--- src/rtl/ldst_pkg.sv ---
// Shared types and default widths for the load/store memory responder.
package ldst_pkg;

    localparam int DATA_SIZE_DEF = 32;
    localparam int ADRS_SIZE_DEF = 11;
    localparam int TIMEOUT_DEF   = 64;
    localparam int N_CORES       = 2;

    typedef enum logic [1:0] {
        ST_IDLE  = 2'd0,
        ST_ISSUE = 2'd1,
        ST_WAIT  = 2'd2,
        ST_ACK   = 2'd3
    } state_t;

    typedef enum logic {
        GNT_RD = 1'b0,
        GNT_WR = 1'b1
    } gnt_t;

endpackage

--- src/rtl/rr_arbiter2.sv ---
// Two-requester round-robin arbiter; the pointer moves past the core whose
// grant was accepted, so that core has lowest priority on the next decision.
module rr_arbiter2 (
    input  logic       clk,
    input  logic       rst,
    input  logic [1:0] req_i,
    input  logic       accept_i,
    output logic       gnt_valid_o,
    output logic       gnt_idx_o
);

    logic ptr_q;
    logic ptr_d;

    always_comb begin
        gnt_valid_o = |req_i;
        gnt_idx_o   = ptr_q;
        if (!req_i[ptr_q]) begin
            gnt_idx_o = ~ptr_q;
        end
        ptr_d = ptr_q;
        if (accept_i && gnt_valid_o) begin
            ptr_d = ~gnt_idx_o;
        end
    end

    always_ff @(posedge clk) begin
        if (rst) begin
            ptr_q <= 1'b0;
        end else begin
            ptr_q <= ptr_d;
        end
    end

endmodule

--- src/rtl/ldst_mem_responder.sv ---
// Arbitrates two cores' level-held load/store requests onto one memory port.
// Optional WAIT-state timeout with per-core err flag: define LDST_TIMEOUT_EN.
//
// state    | meaning
// ST_IDLE  | no transaction; grant, address and data registered on any request
// ST_ISSUE | one-cycle mem_r_en / mem_w_en pulse
// ST_WAIT  | waiting for the matching memory completion strobe
// ST_ACK   | core valid held until the matching req is sampled low
module ldst_mem_responder
    import ldst_pkg::*;
#(
    parameter int DATA_SIZE = DATA_SIZE_DEF,
    parameter int ADRS_SIZE = ADRS_SIZE_DEF,
    parameter int TIMEOUT   = TIMEOUT_DEF
) (
    input  logic                   clk,
    input  logic                   rst,
    input  logic [1:0]             rd_req,
    input  logic [2*ADRS_SIZE-1:0] rd_adrs,
    input  logic [1:0]             wr_req,
    input  logic [2*ADRS_SIZE-1:0] wr_adrs,
    input  logic [2*DATA_SIZE-1:0] wr_data,
    output logic [1:0]             rd_valid,
    output logic [DATA_SIZE-1:0]   rd_data,
    output logic [1:0]             wr_valid,
    output logic [1:0]             err,
    output logic                   mem_r_en,
    output logic                   mem_w_en,
    output logic [ADRS_SIZE-1:0]   mem_r_adrs,
    output logic [ADRS_SIZE-1:0]   mem_w_adrs,
    output logic [DATA_SIZE-1:0]   mem_w_data,
    input  logic                   mem_r_valid,
    input  logic                   mem_w_valid,
    input  logic [DATA_SIZE-1:0]   mem_r_data
);

    if (TIMEOUT < 1) begin : g_timeout_range
        $error("TIMEOUT must be at least 1");
    end

    state_t                 state_q, state_d;
    gnt_t                   type_q, type_d;
    logic                   core_q, core_d;
    logic [ADRS_SIZE-1:0]   adrs_q, adrs_d;
    logic [DATA_SIZE-1:0]   wdata_q, wdata_d;
    logic [DATA_SIZE-1:0]   rd_data_q, rd_data_d;
    logic                   err_q, err_d;

    logic                   gnt_valid;
    logic                   gnt_idx;
    logic                   accept;
    logic                   timeout_hit;
    logic                   req_match;
    logic [1:0]             core_onehot;
    logic [ADRS_SIZE-1:0]   gnt_rd_adrs;
    logic [ADRS_SIZE-1:0]   gnt_wr_adrs;
    logic [DATA_SIZE-1:0]   gnt_wr_data;

    rr_arbiter2 u_arb (
        .clk         (clk),
        .rst         (rst),
        .req_i       (rd_req | wr_req),
        .accept_i    (accept),
        .gnt_valid_o (gnt_valid),
        .gnt_idx_o   (gnt_idx)
    );

    assign gnt_rd_adrs = gnt_idx ? rd_adrs[2*ADRS_SIZE-1:ADRS_SIZE] : rd_adrs[ADRS_SIZE-1:0];
    assign gnt_wr_adrs = gnt_idx ? wr_adrs[2*ADRS_SIZE-1:ADRS_SIZE] : wr_adrs[ADRS_SIZE-1:0];
    assign gnt_wr_data = gnt_idx ? wr_data[2*DATA_SIZE-1:DATA_SIZE] : wr_data[DATA_SIZE-1:0];
    assign req_match   = (type_q == GNT_RD) ? rd_req[core_q] : wr_req[core_q];

`ifdef LDST_TIMEOUT_EN
    localparam int TW = $clog2(TIMEOUT + 1);

    logic [TW-1:0] tmo_cnt_q, tmo_cnt_d;

    // Loaded in ISSUE so terminal count lands on the TIMEOUT-th WAIT cycle.
    always_comb begin
        tmo_cnt_d = tmo_cnt_q;
        if (state_q == ST_ISSUE) begin
            tmo_cnt_d = TW'(TIMEOUT - 1);
        end else if (state_q == ST_WAIT && tmo_cnt_q != '0) begin
            tmo_cnt_d = tmo_cnt_q - 1'b1;
        end
    end

    always_ff @(posedge clk) begin
        if (rst) begin
            tmo_cnt_q <= '0;
        end else begin
            tmo_cnt_q <= tmo_cnt_d;
        end
    end

    assign timeout_hit = (state_q == ST_WAIT) && (tmo_cnt_q == '0);
`else
    assign timeout_hit = 1'b0;
`endif

    always_comb begin
        state_d   = state_q;
        type_d    = type_q;
        core_d    = core_q;
        adrs_d    = adrs_q;
        wdata_d   = wdata_q;
        rd_data_d = rd_data_q;
        err_d     = err_q;
        accept    = 1'b0;
        case (state_q)
            ST_IDLE: begin
                if (gnt_valid) begin
                    accept  = 1'b1;
                    core_d  = gnt_idx;
                    err_d   = 1'b0;
                    state_d = ST_ISSUE;
                    if (rd_req[gnt_idx]) begin
                        type_d = GNT_RD;
                        adrs_d = gnt_rd_adrs;
                    end else begin
                        type_d  = GNT_WR;
                        adrs_d  = gnt_wr_adrs;
                        wdata_d = gnt_wr_data;
                    end
                end
            end
            ST_ISSUE: begin
                state_d = ST_WAIT;
            end
            ST_WAIT: begin
                if (type_q == GNT_RD && mem_r_valid) begin
                    rd_data_d = mem_r_data;
                    state_d   = ST_ACK;
                end else if (type_q == GNT_WR && mem_w_valid) begin
                    state_d = ST_ACK;
                end else if (timeout_hit) begin
                    err_d   = 1'b1;
                    state_d = ST_ACK;
                    if (type_q == GNT_RD) begin
                        rd_data_d = '0;
                    end
                end
            end
            ST_ACK: begin
                if (!req_match) begin
                    err_d   = 1'b0;
                    state_d = ST_IDLE;
                end
            end
            default: begin
                state_d = ST_IDLE;
            end
        endcase
    end

    always_ff @(posedge clk) begin
        if (rst) begin
            state_q   <= ST_IDLE;
            type_q    <= GNT_RD;
            core_q    <= 1'b0;
            adrs_q    <= '0;
            wdata_q   <= '0;
            rd_data_q <= '0;
            err_q     <= 1'b0;
        end else begin
            state_q   <= state_d;
            type_q    <= type_d;
            core_q    <= core_d;
            adrs_q    <= adrs_d;
            wdata_q   <= wdata_d;
            rd_data_q <= rd_data_d;
            err_q     <= err_d;
        end
    end

    assign core_onehot = core_q ? 2'b10 : 2'b01;

    assign mem_r_en   = (state_q == ST_ISSUE) && (type_q == GNT_RD);
    assign mem_w_en   = (state_q == ST_ISSUE) && (type_q == GNT_WR);
    assign mem_r_adrs = adrs_q;
    assign mem_w_adrs = adrs_q;
    assign mem_w_data = wdata_q;
    assign rd_data    = rd_data_q;
    assign rd_valid   = (state_q == ST_ACK && type_q == GNT_RD) ? core_onehot : 2'b00;
    assign wr_valid   = (state_q == ST_ACK && type_q == GNT_WR) ? core_onehot : 2'b00;

`ifdef LDST_TIMEOUT_EN
    assign err = (state_q == ST_ACK && err_q) ? core_onehot : 2'b00;
`else
    assign err = 2'b00;
`endif

endmodule
--- config.mk ---
export PLATFORM = sky130hd
export DESIGN_NAME = ldst_mem_responder
export DESIGN_NICKNAME = d
export VERILOG_FILES = /design/src/rtl/ldst_pkg.sv /design/src/rtl/rr_arbiter2.sv /design/src/rtl/ldst_mem_responder.sv
export SDC_FILE = /design/constraint.sdc
export NUM_CORES = 1
export LEC_CHECK = 0
export CAP_MARGIN = 10
export CORE_ASPECT_RATIO = 1.25
export CORE_MARGIN = 4
export CORE_UTILIZATION = 44
export DETAILED_ROUTE_END_ITERATION = 6
export GPL_TIMING_DRIVEN = 0
export PLACE_DENSITY = 0.89
export SYNTH_ARGS = -nofsm -noshare
export SYNTH_HDL_FRONTEND = slang
export SYNTH_SLANG_ARGS = --single-unit
--- constraint.sdc ---
create_clock -name clk -period 5.2 [get_ports clk]
set_clock_uncertainty 0.05 [all_clocks]
set_input_delay 1.04 -clock clk [delete_from_list [all_inputs] [get_ports clk]]
set_output_delay 1.04 -clock clk [all_outputs]
set_load 0.01 [all_outputs]
# Word level (Yosys, flattened, before mapping)

Cells that the tools add are included.

$lt $le $gt $ge: 3
Equality and inequality tests: 6
Multiplexer cells: 25
Bitwise operators: 5
Reductions and logical operators: 13

Operators by type and width:

| cell                                                | number |
|---|---|
| 2-to-1 mux 11 bit                                   | 3 |
| 2-to-1 mux 32 bit                                   | 1 |
| 2-to-1 mux 2 bit                                    | 7 |
| 2-to-1 mux 1 bit                                    | 13 |
| case mux 2 bit (4 select lines)                     | 1 |
| logical AND 1 bit                                   | 7 |
| < comparator 1 x 2 -> 1 bit (second input constant) | 3 |
| AND reduction 3 bit                                 | 2 |
| == test 2 bit (second input constant)               | 2 |
| inequality test 2 bit (second input constant)       | 2 |
| inverter 1 bit                                      | 4 |
| AND reduction 2 bit                                 | 2 |
| inequality test 3 bit (second input constant)       | 1 |
| == test 2 x 1 -> 1 bit (second input constant)      | 1 |
| logical NOT 2 bit                                   | 1 |
| OR 2 bit                                            | 1 |
| OR reduction 2 bit                                  | 1 |

Flip-flop bits (word level): 80
Bits of input ports: 148
Output and inout bits: 94
Word-level logic and storage cells: 59

# Logic depth before layout (Yosys ltp)

Depth in word-level cells: 8
Depth in mapped cells: 8
Gate-level depth less buffers: 6

# By module

A second synthesis with hierarchy kept.

Cells, all modules: 434
Area total of the unflattened synthesis: 3,843.7 µm²

Modules (own cells, without submodules):

| module             | instances | cells each | area each (µm²) | sequential area each (µm²) |
|---|---|---|---|---|
| ldst_mem_responder | 1         | 427        | 3,782.4         | 1,581.5 |
| rr_arbiter2        | 1         | 7          | 61.3            | 20.0 |

# Worst setup path after synthesis

Ideal clock, no wire load.

Kind: input-to-reg
From: in rd_req[1]
To: reg wdata_q[18] (netlist: mem_w_data[18])
Setup time: 0.136 ns
Arrival: 2.329 ns
Required time: 5.014 ns
Slack: 2.685 ns
Cell stages on the path: 7
Buffers on the path: 3
Cells stage by stage: buf_2 > or4_4 > nand2_2 > buf_6 > a21o_2 > buf_2 > a211oi_1

Cells in the longest elaborated chain, start to end: 8
Elaborated cells on any way between the ends: 10
Those cells by class: mux: 6; bitwise: 2; reduce/logical: 2

RTL lines:

| item                                                | line                      | RTL |
|---|---|---|
| from (decl)                                         | ldst_mem_responder.sv:18  | `input logic [1:0] rd_req,` |
| OR 2 bit                                            | ldst_mem_responder.sv:62  | `.req_i (rd_req \| wr_req),` |
| 2-to-1 mux 1 bit (not written as such) (2 in a row) | rr_arbiter2.sv:18         | `if (!req_i[ptr_q]) begin` |
| 2-to-1 mux 1 bit                                    | rr_arbiter2.sv:18         |  |
| 2-to-1 mux 1 bit (not written as such) (2 in a row) | ldst_mem_responder.sv:117 | `if (rd_req[gnt_idx]) begin` |
| inverter 1 bit (no line)                            | -                         |  |
| AND reduction 3 bit (no line)                       | -                         |  |
| to (signal assigned)                                | ldst_mem_responder.sv:170 | `wdata_q <= wdata_d;` |
| to (decl)                                           | ldst_mem_responder.sv:45  | `logic [DATA_SIZE-1:0] wdata_q, wdata_d;` |

Several ways; a longest one is shown, not always the timed one. The select of a mux whose other input is x is not followed.
A chain may end at the register's enable or synchronous reset.

# Worst setup path in the final report

From: in wr_req[1]
To: reg adrs_q[5] (netlist: mem_r_adrs[5])

Cells in the longest elaborated chain, start to end: 7
Elaborated cells on any way between the ends: 11
Those cells by class: mux: 8; bitwise: 1; reduce/logical: 2

RTL lines:

| item                                                | line                      | RTL |
|---|---|---|
| from (decl)                                         | ldst_mem_responder.sv:20  | `input logic [1:0] wr_req,` |
| OR 2 bit *                                          | ldst_mem_responder.sv:62  |  |
| 2-to-1 mux 1 bit (not written as such) (2 in a row) | rr_arbiter2.sv:18         |  |
| 2-to-1 mux 1 bit                                    | rr_arbiter2.sv:18         |  |
| 2-to-1 mux 1 bit (not written as such) (2 in a row) | ldst_mem_responder.sv:117 |  |
| 2-to-1 mux 11 bit                                   | ldst_mem_responder.sv:117 |  |
| to (signal assigned)                                | ldst_mem_responder.sv:169 | `adrs_q <= adrs_d;` |
| to (decl)                                           | ldst_mem_responder.sv:44  | `logic [ADRS_SIZE-1:0] adrs_q, adrs_d;` |

Every way passes the cells marked *; elsewhere a longest branch is shown, timed or not. The select of a mux whose other input is x is not followed.

==> qor.yml <==
clock_network:
  postCtsHoldBufs: 0
  clk_pin_slew_ns: 0.07
  cts_setup_buffers: 0
  cts_root_buf: "clkbuf_16"
  htreeDepth: 3
  cts_sinks: 80
  clock_path_buffers: 2
  cts_buffers: 9
  cts_tree: "yes"
  ctsResizeCount: 0
  clkLatencyLatePin_ns: 0.33
cells_and_area:
  finalNetCount: 994
  final_cell_area_sq_um: 7770
  syn_to_final_growth_pct: 59.0
  drive_gt1_share_pct: 9.33
  n_antenna_cell: 0
worst_setup_path:
  path_class: "in -> reg"
  crit_required_ns: 5.35
  critical-path-max-stage-delay_ns: 0.58
  critPathBufInv: 2
  cp-end-kind: "flop"
  cpLargestDelayFamily: "buffers and inverters"
  critPathLaunchType: "input pin"
  cp.arrival_ns: 3.16
  crit_fanout: 10
  worstPathCellList: "clkdlybuf4s50_1 -> nand3b_1 -> clkbuf_1 -> and2_1 -> a211oi_1 -> o221ai_2"
  cp_slowest_cell: "clkdlybuf4s50_1"
route:
  detail_route.wl_per_cell_um: 17.5
  drc: 0
  vias: 5383
  wl_um: 17200
  dr.pass1.iters: 5
  via_per_inst: 5.50
  ant_nets: 0
  drt_iter0_drc: 328
timing:
  drv_slew: 0
  hold_violations: 0
  whs_ns: 0.405
  rsz0062_at_grt: "no"
  fmax_mhz: 333
  max_slew_margin_pct: 58.9
  tns_ns: 0
  finalCritPeriodShare_pct: 57.7
  min_period_ns: 3.00
  setup_viol: 0
  tightest_slew_ns: 0.616
placement:
  gp_congestion: 0.880
  dpl.hpwl_um: 13500
  portBuffers: 238
  dpl_cell_area_sq_um: 7440
global_route:
  grt_pass1_vias: 5700
  grt_pass1_wl_um: 27400
  grt_max_degree: 17
  grtUsageTotal_pct: 26.4
  grt-ovfl-total: 0
  antenna_found_initial: 0
floorplanning:
  die_x_um: 102
  placementRows: 42
  ios: 242
  design.core.area_sq_um: 10700
  start_util_pct: 45.6
  die_y_um: 126
  die_area_sq_um: 12900
synthesis:
  syn_inst: 592
  ys.flop_type: "dfxtp_1"
  async_flop_share_pct: 0
  synth_edf_count: 0
  yosysSeqAreaShare_pct: 32.8
  avgSynthCellArea_sq_um: 8.25
  synth_area_sq_um: 4880
  ys_types: 43
  ys_warn_count: 0
  ys_ff_latch: 80
flow_run:
  cap_viol_max_count: 0
power:
  vdd_drop_max_uv: 226
  leakagePower_nw: 2.81
  power.density_nw_per_um2: 387
min_path:
  hp-class: "reg -> reg"
status:
  status: "completed"
-- power by group --
group | switching (W) | internal, W
combinational | 0.000678 | 0.000742
sequential | 0.000106 | 0.000765
clock | 0.000281 | 0.000431
-- per-stage QoR --
step                      setup WS [ns]  instances  utilization (%)  total power, W
after floorplan                    2.69        593                -         0.00164
after global placement             1.91        963             69.4         0.00225
after detailed placement           1.88        963             69.4         0.00230
after CTS                          2.23        979             72.5         0.00302
after global routing               2.03        979             72.5         0.00317
final                              2.20        979             72.5         0.00300
-- layout by cell type, fill, tap and decap left out, drive strengths merged, types with 2 or more instances in the layout --
cell / count
a2111oi: 32
a211oi: 55
a21boi: 32
a21o: 2
a21oi: 56
and2: 46
and3: 34
and3b: 2
buf: 33
bufinv: 2
clkbuf: 50
clkdlybuf4s50: 238
conb: 2
dfxtp: 80
ha: 4
inv: 41
mux2i: 4
nand2: 68
nand2b: 27
nand3b: 13
nor2: 3
o21ai: 2
o221ai: 11
or3: 2
-- cell families (layout without fill, tap and decap cells) --
| group | after synthesis | in the layout | synth area share [%] |
|---|---|---|---|
| multiplexers | 4 | 4 | 0.820 |
| AO/OA/AOI/OAI | 193 | 193 | 31.3 |
| buffers and inverters | 110 | 364 | 11.1 |
| flip-flops | 80 | 80 | 32.8 |
| adder cells (fa/ha/maj) | 4 | 4 | 1.02 |
| other | 1 | 2 | 0.0768 |
| AND/OR/NAND/NOR | 200 | 200 | 22.8 |
-- worst reg2reg max path, delay by kind of cell (launching register included) --
family                 cells  cell delay (ns)
AO/OA/AOI/OAI              2             0.60
buffers and inverters      1             0.32
flip-flops                 1             0.41
AND/OR/NAND/NOR            2             0.59
-- registers in the layout, summed over array words and instances (netlist names) --
register / flops
core_q: 1
mem_r_adrs: 11
mem_w_data: 32
rd_data: 32
state_q: 2
type_q: 1
u_arb.ptr_q: 1
-- synthesized netlist by cell type (9+ instances only) --
master / number / area [sq um]
clkbuf_1: 41 / 154
and3_1: 34 / 213
a21oi_1: 56 / 280
a21boi_0: 31 / 233
dfxtp_1: 80 / 1600
nand3b_1: 13 / 97.6
o221ai_2: 10 / 150
nand2_1: 67 / 251
a211oi_1: 48 / 360
buf_4: 14 / 105
and2_1: 45 / 282
inv_1: 36 / 135
a2111oi_1: 21 / 210
buf_2: 9 / 45.0
buf_6: 9 / 101
nand2b_1: 27 / 169
-- worst paths after layout --
check	from	to	slack, ns	depth (start not counted)
worst max-delay path	wr_req[1]	mem_r_adrs[5]$_SDFFE_PP0P_	2.20	6
worst min-delay path	rd_data[13]$_SDFFE_PP0P_	rd_data[13]$_SDFFE_PP0P_	0.41	2
worst max register to register	u_arb.ptr_q$_SDFFE_PP0P_	mem_r_adrs[5]$_SDFFE_PP0P_	3.10	5
worst min register to register	rd_data[13]$_SDFFE_PP0P_	rd_data[13]$_SDFFE_PP0P_	0.41	2
-- metal layers --
layer  vias up  GRT usage [%]  wire (um)
met3        54           5.59       1260
met4         0           13.5        646
met5         -              0          0
met2       240           46.8       9020
li1       2578              -          -
met1      2511           28.9       6240
-- layout make-up --
| class | instances | area (sq um) |
|---|---|---|
| fill | 842 | 2950 |
| sequential | 80 | 1600 |
| buffer | 74 | 409 |
| clock inverter | 7 | 106 |
| tap | 132 | 165 |
| clock buffer | 9 | 225 |
| timing repair buffer | 238 | 2380 |
| inverter | 36 | 135 |
| multi-input combinational | 403 | 2740 |
(Power assumes the default switching activity.)
